<file path="config.mk">
export PLATFORM = sky130hd
export DESIGN_NAME = loop_count_seq_flat
export DESIGN_NICKNAME = d
export VERILOG_FILES = /design/src/rtl/loop_count_seq_if.sv /design/src/rtl/loop_count_seq.sv /design/src/flat_wrapper.sv
export SDC_FILE = /design/constraint.sdc
export NUM_CORES = 1
export LEC_CHECK = 0
export CORE_ASPECT_RATIO = 0.7
export CORE_MARGIN = 2
export CORE_UTILIZATION = 47
export DETAILED_ROUTE_END_ITERATION = 8
export PLACE_DENSITY = 0.77
export SETUP_SLACK_MARGIN = 0.5
export SYNTH_ARGS = -nofsm -noshare
export SYNTH_HDL_FRONTEND = slang
export SYNTH_SLANG_ARGS = --single-unit
</file>
<file path="constraint.sdc">
create_clock -name clk -period 2.7 [get_ports clk]
set_input_delay 0.27 -clock clk [delete_from_list [all_inputs] [get_ports clk]]
set_output_delay 0.27 -clock clk [all_outputs]
set_load 0.005 [all_outputs]
</file>
<file path="src/rtl/loop_count_seq_if.sv">
// loop_count_seq_if: bundles the loop sequencer's control, register-file and body handshake signals.
// Ports: start/body_ack/rd1/rd2 flow into the sequencer; a1/a2/a3/wd3/reg_write drive the register file;
//        body_req/busy/done/iter_count/wdog_err report loop progress. master = sequencer, slave = environment.
interface loop_count_seq_if #(
  parameter int DW = 16,
  parameter int AW = 4
);
  logic          start;
  logic [DW-1:0] rd1;
  logic [DW-1:0] rd2;
  logic          body_ack;
  logic [AW-1:0] a1;
  logic [AW-1:0] a2;
  logic [AW-1:0] a3;
  logic [DW-1:0] wd3;
  logic          reg_write;
  logic          body_req;
  logic          busy;
  logic          done;
  logic [DW-1:0] iter_count;
  logic          wdog_err;

  modport master (
    input  start, rd1, rd2, body_ack,
    output a1, a2, a3, wd3, reg_write, body_req, busy, done, iter_count, wdog_err
  );

  modport slave (
    output start, rd1, rd2, body_ack,
    input  a1, a2, a3, wd3, reg_write, body_req, busy, done, iter_count, wdog_err
  );
endinterface

</file>
<file path="src/rtl/loop_count_seq.sv">
// loop_count_seq: loop sequencer wrapped around the count register file. Reads the iteration
// count (CNT_REG) and step (STEP_REG), runs one body_req/body_ack handshake per iteration, writes
// back the saturating decremented count and pulses done when it reaches zero.
// Ports: clk, rst (async, active-high), bus (loop_count_seq_if.master). All outputs registered.
// Optional macro LOOP_WDOG_EN: aborts with wdog_err after MAX_ITER iterations; otherwise wdog_err stays 0.
module loop_count_seq #(
  parameter int DW       = 16,
  parameter int AW       = 4,
  parameter int CNT_REG  = 0,
  parameter int STEP_REG = 1,
  parameter int MAX_ITER = 1024
) (
  input  logic              clk,
  input  logic              rst,
  loop_count_seq_if.master  bus
);

`ifdef LOOP_WDOG_EN
  localparam bit WDOG_EN = 1'b1;
`else
  localparam bit WDOG_EN = 1'b0;
`endif

  typedef enum logic [2:0] {
    S_IDLE, S_RD_ISSUE, S_RD_CAP, S_BODY, S_DEC, S_DONE
  } state_t;

  state_t        state_q, state_d;
  logic [AW-1:0] a1_q, a1_d, a2_q, a2_d, a3_q, a3_d;
  logic [DW-1:0] wd3_q, wd3_d;
  logic          reg_write_q, reg_write_d;
  logic          body_req_q, body_req_d;
  logic          busy_q, busy_d;
  logic          done_q, done_d;
  logic [DW-1:0] iter_q, iter_d;
  logic          wdog_q, wdog_d;
  logic [DW-1:0] cnt_q, cnt_d;
  logic [DW-1:0] step_q, step_d;

  logic [DW-1:0] next_cnt;
  logic [DW-1:0] iter_inc;

  // Saturating decrement: a step at or above the remaining count lands on zero, never wraps.
  assign next_cnt = (step_q >= cnt_q) ? '0 : (cnt_q - step_q);
  assign iter_inc = iter_q + DW'(1);

  always_comb begin
    state_d     = state_q;
    a1_d        = a1_q;
    a2_d        = a2_q;
    a3_d        = a3_q;
    wd3_d       = wd3_q;
    reg_write_d = 1'b0;
    body_req_d  = body_req_q;
    done_d      = 1'b0;
    iter_d      = iter_q;
    wdog_d      = wdog_q;
    cnt_d       = cnt_q;
    step_d      = step_q;

    unique case (state_q)
      S_IDLE: begin
        if (bus.start) begin
          state_d = S_RD_ISSUE;
          iter_d  = '0;
          wdog_d  = 1'b0;
          a1_d    = AW'(CNT_REG);
          a2_d    = AW'(STEP_REG);
        end
      end
      // Addresses are already stable; the register file latches them on this cycle's negedge.
      S_RD_ISSUE: state_d = S_RD_CAP;
      S_RD_CAP: begin
        cnt_d  = bus.rd1;
        // A zero step would never terminate, so it is treated as a step of one.
        step_d = (bus.rd2 == '0) ? DW'(1) : bus.rd2;
        if (bus.rd1 == '0) begin
          state_d = S_DONE;
          done_d  = 1'b1;
        end else begin
          state_d    = S_BODY;
          body_req_d = 1'b1;
        end
      end
      S_BODY: begin
        // Write port is set up on the way into DEC so reg_write is high exactly during DEC.
        if (bus.body_ack) begin
          state_d     = S_DEC;
          body_req_d  = 1'b0;
          reg_write_d = 1'b1;
          a3_d        = AW'(CNT_REG);
          wd3_d       = next_cnt;
        end
      end
      S_DEC: begin
        cnt_d  = next_cnt;
        iter_d = iter_inc;
        if (next_cnt == '0) begin
          state_d = S_DONE;
          done_d  = 1'b1;
        end else if (WDOG_EN && (iter_inc >= DW'(MAX_ITER))) begin
          state_d = S_DONE;
          done_d  = 1'b1;
          wdog_d  = 1'b1;
        end else begin
          state_d    = S_BODY;
          body_req_d = 1'b1;
        end
      end
      S_DONE:  state_d = S_IDLE;
      default: state_d = S_IDLE;
    endcase

    busy_d = (state_d != S_IDLE);
  end

  always_ff @(posedge clk or posedge rst) begin
    if (rst) begin
      state_q     <= S_IDLE;
      a1_q        <= '0;
      a2_q        <= '0;
      a3_q        <= '0;
      wd3_q       <= '0;
      reg_write_q <= 1'b0;
      body_req_q  <= 1'b0;
      busy_q      <= 1'b0;
      done_q      <= 1'b0;
      iter_q      <= '0;
      wdog_q      <= 1'b0;
      cnt_q       <= '0;
      step_q      <= '0;
    end else begin
      state_q     <= state_d;
      a1_q        <= a1_d;
      a2_q        <= a2_d;
      a3_q        <= a3_d;
      wd3_q       <= wd3_d;
      reg_write_q <= reg_write_d;
      body_req_q  <= body_req_d;
      busy_q      <= busy_d;
      done_q      <= done_d;
      iter_q      <= iter_d;
      wdog_q      <= wdog_d;
      cnt_q       <= cnt_d;
      step_q      <= step_d;
    end
  end

  assign bus.a1         = a1_q;
  assign bus.a2         = a2_q;
  assign bus.a3         = a3_q;
  assign bus.wd3        = wd3_q;
  assign bus.reg_write  = reg_write_q;
  assign bus.body_req   = body_req_q;
  assign bus.busy       = busy_q;
  assign bus.done       = done_q;
  assign bus.iter_count = iter_q;
  assign bus.wdog_err   = WDOG_EN & wdog_q;

endmodule
</file>
<file path="src/flat_wrapper.sv">
// flat-port wrapper written by rule: the top's interface ports become plain ports
module loop_count_seq_flat 
#(
  parameter int DW       = 16,
  parameter int AW       = 4,
  parameter int CNT_REG  = 0,
  parameter int STEP_REG = 1,
  parameter int MAX_ITER = 1024
)
  (clk, rst, bus_start, bus_rd1, bus_rd2, bus_body_ack, bus_a1, bus_a2, bus_a3, bus_wd3, bus_reg_write, bus_body_req, bus_busy, bus_done, bus_iter_count, bus_wdog_err);
  loop_count_seq_if #(.DW(DW), .AW(AW)) bus_i ();
  input  logic clk;
  input  logic rst;
  input wire logic [$bits(bus_i.start)-1:0] bus_start;
  input wire logic [$bits(bus_i.rd1)-1:0] bus_rd1;
  input wire logic [$bits(bus_i.rd2)-1:0] bus_rd2;
  input wire logic [$bits(bus_i.body_ack)-1:0] bus_body_ack;
  output wire logic [$bits(bus_i.a1)-1:0] bus_a1;
  output wire logic [$bits(bus_i.a2)-1:0] bus_a2;
  output wire logic [$bits(bus_i.a3)-1:0] bus_a3;
  output wire logic [$bits(bus_i.wd3)-1:0] bus_wd3;
  output wire logic [$bits(bus_i.reg_write)-1:0] bus_reg_write;
  output wire logic [$bits(bus_i.body_req)-1:0] bus_body_req;
  output wire logic [$bits(bus_i.busy)-1:0] bus_busy;
  output wire logic [$bits(bus_i.done)-1:0] bus_done;
  output wire logic [$bits(bus_i.iter_count)-1:0] bus_iter_count;
  output wire logic [$bits(bus_i.wdog_err)-1:0] bus_wdog_err;
  assign bus_i.start = bus_start;
  assign bus_i.rd1 = bus_rd1;
  assign bus_i.rd2 = bus_rd2;
  assign bus_i.body_ack = bus_body_ack;
  assign bus_a1 = bus_i.a1;
  assign bus_a2 = bus_i.a2;
  assign bus_a3 = bus_i.a3;
  assign bus_wd3 = bus_i.wd3;
  assign bus_reg_write = bus_i.reg_write;
  assign bus_body_req = bus_i.body_req;
  assign bus_busy = bus_i.busy;
  assign bus_done = bus_i.done;
  assign bus_iter_count = bus_i.iter_count;
  assign bus_wdog_err = bus_i.wdog_err;
  loop_count_seq #(.DW(DW), .AW(AW), .CNT_REG(CNT_REG), .STEP_REG(STEP_REG), .MAX_ITER(MAX_ITER)) u_core (.clk(clk), .rst(rst), .bus(bus_i));
endmodule
</file>
# After elaboration in Yosys (flattened, before gate mapping)

Cells that the tools add are included.

Output and inout port bits: 49
Word-level logic and storage cells: 52
Register bits after elaboration: 72
Bits of input ports: 36

Add/sub/neg operators: 2
Reduce and logical (&&, ||, !) cells: 12
Multiplexer cells: 19
Equal/unequal tests: 8
Magnitude comparators: 1

Operators by type and width:

| kind                                                                   | number |
|---|---|
| 16-bit one-hot mux with 2 select lines                                 | 2 |
| 16-bit logical NOT                                                     | 3 |
| 16-bit 2-to-1 mux                                                      | 3 |
| 16-bit by 1-bit adder with 16-bit output (second input constant)       | 1 |
| 16-bit greater-or-equal comparator                                     | 1 |
| 16-bit subtractor                                                      | 1 |
| 3-bit one-hot mux with 5 select lines                                  | 1 |
| 3-bit 2-to-1 mux                                                       | 4 |
| 2-bit != test (second input constant)                                  | 4 |
| 1-bit 2-to-1 mux                                                       | 7 |
| 3-bit by 2-bit equality test with 1-bit output (second input constant) | 2 |
| 2-bit AND reduction                                                    | 3 |
| 3-bit nonzero test                                                     | 2 |
| 4-bit AND reduction                                                    | 1 |
| 2-bit nonzero test                                                     | 2 |
| 3-bit by 1-bit equality test with 1-bit output (second input constant) | 1 |
| 3-bit equality test (second input constant)                            | 1 |
| 3-bit logical NOT                                                      | 1 |
| 1-bit one-hot mux with 3 select lines                                  | 1 |
| 1-bit one-hot mux with 2 select lines                                  | 1 |

# Logic depth before layout (Yosys ltp)

Depth after elaboration: 6
Mapped depth: 12
Depth with buffers taken out: 11

# Worst setup path after synthesis

No wires, ideal clock.

Path kind: register -> register
Start point: reg u_core.step_q[0]
End point: reg u_core.body_req_q, in the netlist u_core.bus.body_req
Data arrival time: 2.584 ns
Cell stages (with the launch flop): 11
Path slack: -0.005 ns
Setup time: 0.121 ns
Period minus slack after synthesis: 2.705 ns
Required time: 2.579 ns
Cell sequence: dfrtp_1 > ha_1 > fa_1 > nor2b_4 > o31a_4 > a21oi_4 > a31oi_1 > xor2_1 > or4_1 > a2bb2oi_1 > a22o_1

Cells in the longest elaborated chain, start to end: 5
Elaborated cells between the ends (all ways): 6
Those cells by class: 1 x add/sub; 1 x order compare; 1 x eq/ne; 1 x mux; 2 x reduce/logical

Ends and longest elaborated chain:

| item                                                                    | line                  | text |
|---|---|---|
| from (decl)                                                             | loop_count_seq.sv:38  | `logic [DW-1:0] step_q, step_d;` |
| from (signal assigned)                                                  | loop_count_seq.sv:145 | `step_q <= step_d;` |
| 16-bit subtractor or 16-bit greater-or-equal comparator (tied branches) | loop_count_seq.sv:44  | `assign next_cnt = (step_q >= cnt_q) ? '0 : (cnt_q - step_q);` |
| 16-bit 2-to-1 mux (*)                                                   | loop_count_seq.sv:44  |  |
| 16-bit logical NOT (*)                                                  | loop_count_seq.sv:98  | `if (next_cnt == '0) begin` |
| 2-bit != test (no source line) (*)                                      | n/a                   |  |
| 4-bit AND reduction (no source line) (*)                                | n/a                   |  |
| to (signal assigned)                                                    | loop_count_seq.sv:139 | `body_req_q <= body_req_d;` |
| to (decl)                                                               | loop_count_seq.sv:32  | `logic body_req_q, body_req_d;` |

Every way passes the cells marked *; elsewhere a longest branch is shown, timed or not.
A chain may end at the register's enable or synchronous reset.

# Worst setup path in the final report

Start point: reg u_core.cnt_q[0]
End point: reg u_core.busy_q, in the netlist u_core.bus.busy

Cells in the longest elaborated chain, start to end: 6
Elaborated cells between the ends (all ways): 7
Those cells by class: 1 x add/sub; 1 x order compare; 3 x mux; 2 x reduce/logical

Ends and longest elaborated chain:

| item                                                                    | line                  | text |
|---|---|---|
| from (decl)                                                             | loop_count_seq.sv:37  | `logic [DW-1:0] cnt_q, cnt_d;` |
| from (signal assigned)                                                  | loop_count_seq.sv:144 | `cnt_q <= cnt_d;` |
| 16-bit subtractor or 16-bit greater-or-equal comparator (tied branches) | loop_count_seq.sv:44  |  |
| 16-bit 2-to-1 mux (*)                                                   | loop_count_seq.sv:44  |  |
| 16-bit logical NOT (*)                                                  | loop_count_seq.sv:98  |  |
| 3-bit 2-to-1 mux (*)                                                    | loop_count_seq.sv:98  |  |
| 3-bit one-hot mux with 5 select lines (*)                               | loop_count_seq.sv:61  | `unique case (state_q)` |
| via u_core.state_d[1]                                                   | loop_count_seq.sv:28  | `state_t state_q, state_d;` |
| 3-bit nonzero test (*)                                                  | loop_count_seq.sv:114 | `busy_d = (state_d != S_IDLE);` |
| via u_core.busy_d                                                       | loop_count_seq.sv:33  | `logic busy_q, busy_d;` |
| to (signal assigned)                                                    | loop_count_seq.sv:140 | `busy_q <= busy_d;` |
| to (decl)                                                               | loop_count_seq.sv:33  |  |

The timed path passes the listed nets; every way through them passes the cells marked *.

==> key figures <==
Critical path
  – WP buf/inv: 1
  – Worst setup SP type: register
  – Worst r2r src: u_core.cnt_q[0]
  – CP max stage cell: or4b_4
  – Kind of cell adding the most delay to the critical path: simple AND/OR/NAND/NOR gates
  – FF-to-FF path depth: 11
  – Crit path required time: 2.89 ns
  – Arr. time, crit path: 3.07 ns
  – Reg2Reg Setup Slack: -0.18 ns
  – CP Capture Type: register
  – CP Max Fanout: 6
  – RR Endpoint: u_core.bus.busy
  – Critical-path cell list: inv_2 -> ha_4 -> fa_2 -> nor2b_4 -> o31a_4 -> a211oi_2 -> xor2_1 -> nand2_2 -> or4b_4 -> a2bb2oi_2 -> nand3b_1
  – Delay of the slowest critical-path stage: between 0.5 and 0.6 ns
  – WS Path Type: register to register

Pwr
  – LEAKAGE: between 2 and 3 nW
  – Total power: 0.00924 W
  – Max VDD drop: approximately 0.00088 V
  – Power per cell area: approximately 1500 nW/um^2

Synth
  – Register area share after synthesis: between 40 and 50%
  – Distinct cell type count after synthesis: 60
  – Leading area contributor after synthesis: dfrtp_1
  – Post-synth EDFFs: 0
  – Top-count cell post-synth: dfrtp_1
  – Synth cell count leaders: 72 x dfrtp_1, 63 x nand2_1, 59 x o21ai_0
  – Post-Syn Area: approximately 4200 um^2
  – Synth warn: 0
  – Top area cells in the synthesized netlist: dfrtp_1 43%, o21ai_0 7.0%, nand2_1 5.6%
  – Dominant synthesized flop cell: dfrtp_1
  – Synthesized area per cell: just under 9 um^2
  – Syn Inst Count: between 400 and 500
  – Synth Register Bits: 72
  – Share of the synthesized area in the top cell type: 42.5%
  – Fraction of registers with async set/reset: 100%

Layout
  – Area of the multi-input gates: around 2500 um^2
  – Core Util, Final: between 60% and 70%
  – Fillers: 679
  – Register area: about 1800 um^2
  – Area Overhead vs Synth: 41.1%
  – Fin nets: approximately 630
  – ANT cells: 0
  – Share of layout cells above drive strength 1: a little under a fifth
  – Fin cells: between 700 and 800

Placed design
  – Placed insts: 675
  – Port bufs: slightly above 70
  – DPL Wire Length: between 9000 and 10000 um
  – GP Congestion: roughly 0.94

Drt
  – DR iter-0 viols: 311
  – DRT Wirelength: about 13000 um
  – # DRC: 0
  – Via count: roughly 4.2k
  – First drt pass iteration count: 5
  – Final antenna-violating net count: 0
  – Via density: between 5 and 6
  – WL/cell: between 15 and 20 um

Clock tree
  – CTS tree: yes
  – Clk buf depth: 2
  – CTS Buf Count: 9
  – Root buffer cell: clkbuf_16
  – Worst-path clk slew: around 0.06 ns
  – Worst skew pair latency: approximately 0.34 ns
  – Clock Sinks: 72
  – H-tree levels: 3

STA
  – Worst setup margin: -0.183 ns
  – Final Hold Fails: 0
  – Tcrit/Tclk final: 107%
  – Fmax: ~350 MHz
  – Worst clock skew: 0.00404 ns
  – TNS Setup: -0.649 ns
  – Slew @ Worst Pin: 0.947 ns
  – Final setup vio count: 10
  – Worst rel slew slack: roughly 37%
  – RSZ-0062 raised after global routing: yes
  – Minimum clock period after layout: 2.88 ns
  – WHS: approximately 0.34 ns
  – Max Slew Vio Count: 0

Floorplanning
  – I/O pin total: 85
  – Initial Util: slightly below 50%
  – Row count: 28
  – Placeable Area: 8620 um^2
  – Die span in y: 83.5 um
  – Die footprint: 9810 um^2
  – Die X: between 100 and 150 um

Outcome
  – Failing checks: negative setup slack
  – Run status: finished, violations left

Global routing
  – First-pass GRT wire length: roughly 21000 um
  – Initial antenna violation count: 0
  – Vias in the first global route: between 4k and 5k
  – Largest net degree at the start of global routing: ~50
  – GR Overflow Total: 0
  – GR Util All Layers: between 20% and 30%

Worst hold path
  – Worst hold path class: input pin to asynchronous set/reset pin

Run
  – MaxCap Viol Count: 0
## what timing repair did
| action | CTS | global route |
|---|---|---|
| pin swaps | 2 | 12 |
| hold buffers | 0 | 0 |
| cloned | 0 | 0 |
| gates resized for setup | 6 | 54 |
| hold endpoints to repair | 0 | 0 |
| buffers inserted | 2 | 10 |
| endpoints found under the setup margin | 37 | 39 |
## report_power, final
part / switching [W] / internal, W
Clock: 0.000453 / 0.000923
Combinational: 0.00352 / 0.00263
Sequential: 0.000256 / 0.00146
## per-stage QoR
step	setup WS [ns]	cell area (um^2)
2_1_floorplan	0.122	4310
3_3_place_gp	0.0314	5250
3_5_place_dp	-0.0426	5250
4_1_cts	-0.0861	5640
5_1_grt	-0.302	5980
6_report	-0.183	5980
## layout by cell type, fill, tap and decap left out, drive strengths merged, types with 3 or more instances in the layout
master	netlist	routed
nand4	4	4
or2	4	4
bufinv	0	3
o211ai	5	5
a21oi	25	25
nor4	7	7
dfrtp	72	72
and3	7	7
o21ai	60	60
nor2b	4	4
a31oi	4	4
o2111ai	3	3
xor2	9	9
o21a	5	5
mux2i	4	4
nor3	4	4
buf	19	43
nand2b	6	6
a21o	5	5
nand2	64	64
ha	17	17
clkbuf	14	12
and2	7	7
conb	1	12
inv	23	23
o31ai	11	11
clkdlybuf4s50	0	72
or3	7	7
a211oi	7	7
nor2	18	18
nand3	21	21
a22oi	7	7
## kinds of logic after synthesis
kind of cell               share of synthesized area, %
AOI/OAI and AO/OA                                  23.5
other                                            0.0885
and+or+nand+nor                                    18.8
muxes                                             0.945
buffers and inverters                              6.40
DFF                                                42.5
adders and majority gates                          5.49
xor gates and xnor gates                           2.27
## cell type report
type / count / share of cell area [%]
Clock buffer: 12 / 4.12
Clock inverter: 3 / 1.51
Inverter: 23 / 1.44
Multi-Input combinational cell: 357 / 41.8
Sequential cell: 72 / 30.1
Tap cell: 120 / 2.51
Timing Repair Buffer: 115 / 18.5
## routing by layer
layer	track usage, %	wire length, um	vias up
li1	-	-	1894
met1	37.5	5810	2002
met2	39.2	6090	223
met3	7.31	1120	37
met4	8.43	340	0
met5	0	0	-
## registers in the layout, indices dropped and copies added (netlist names)
signal	cells
u_core.bus.a2	1
u_core.bus.body_req	1
u_core.bus.busy	1
u_core.bus.done	1
u_core.bus.iter_count	16
u_core.bus.reg_write	1
u_core.bus.wd3	16
u_core.cnt_q	16
u_core.state_q	3
u_core.step_q	16
## worst max-delay path by stage
stage | cells past startpoint | end | startpoint | slack (ns)
floorplan | 11 | u_core.bus.body_req | u_core.cnt_q[0] | 0.12
global placement | 11 | u_core.bus.body_req | u_core.cnt_q[0] | 0.03
detailed placement | 11 | u_core.bus.busy | u_core.cnt_q[0] | -0.04
CTS | 11 | u_core.bus.body_req | u_core.cnt_q[0] | -0.09
global route | 11 | u_core.bus.busy | u_core.cnt_q[0] | -0.30
finish | 11 | u_core.bus.busy | u_core.cnt_q[0] | -0.18
(Power assumes the default switching activity.)
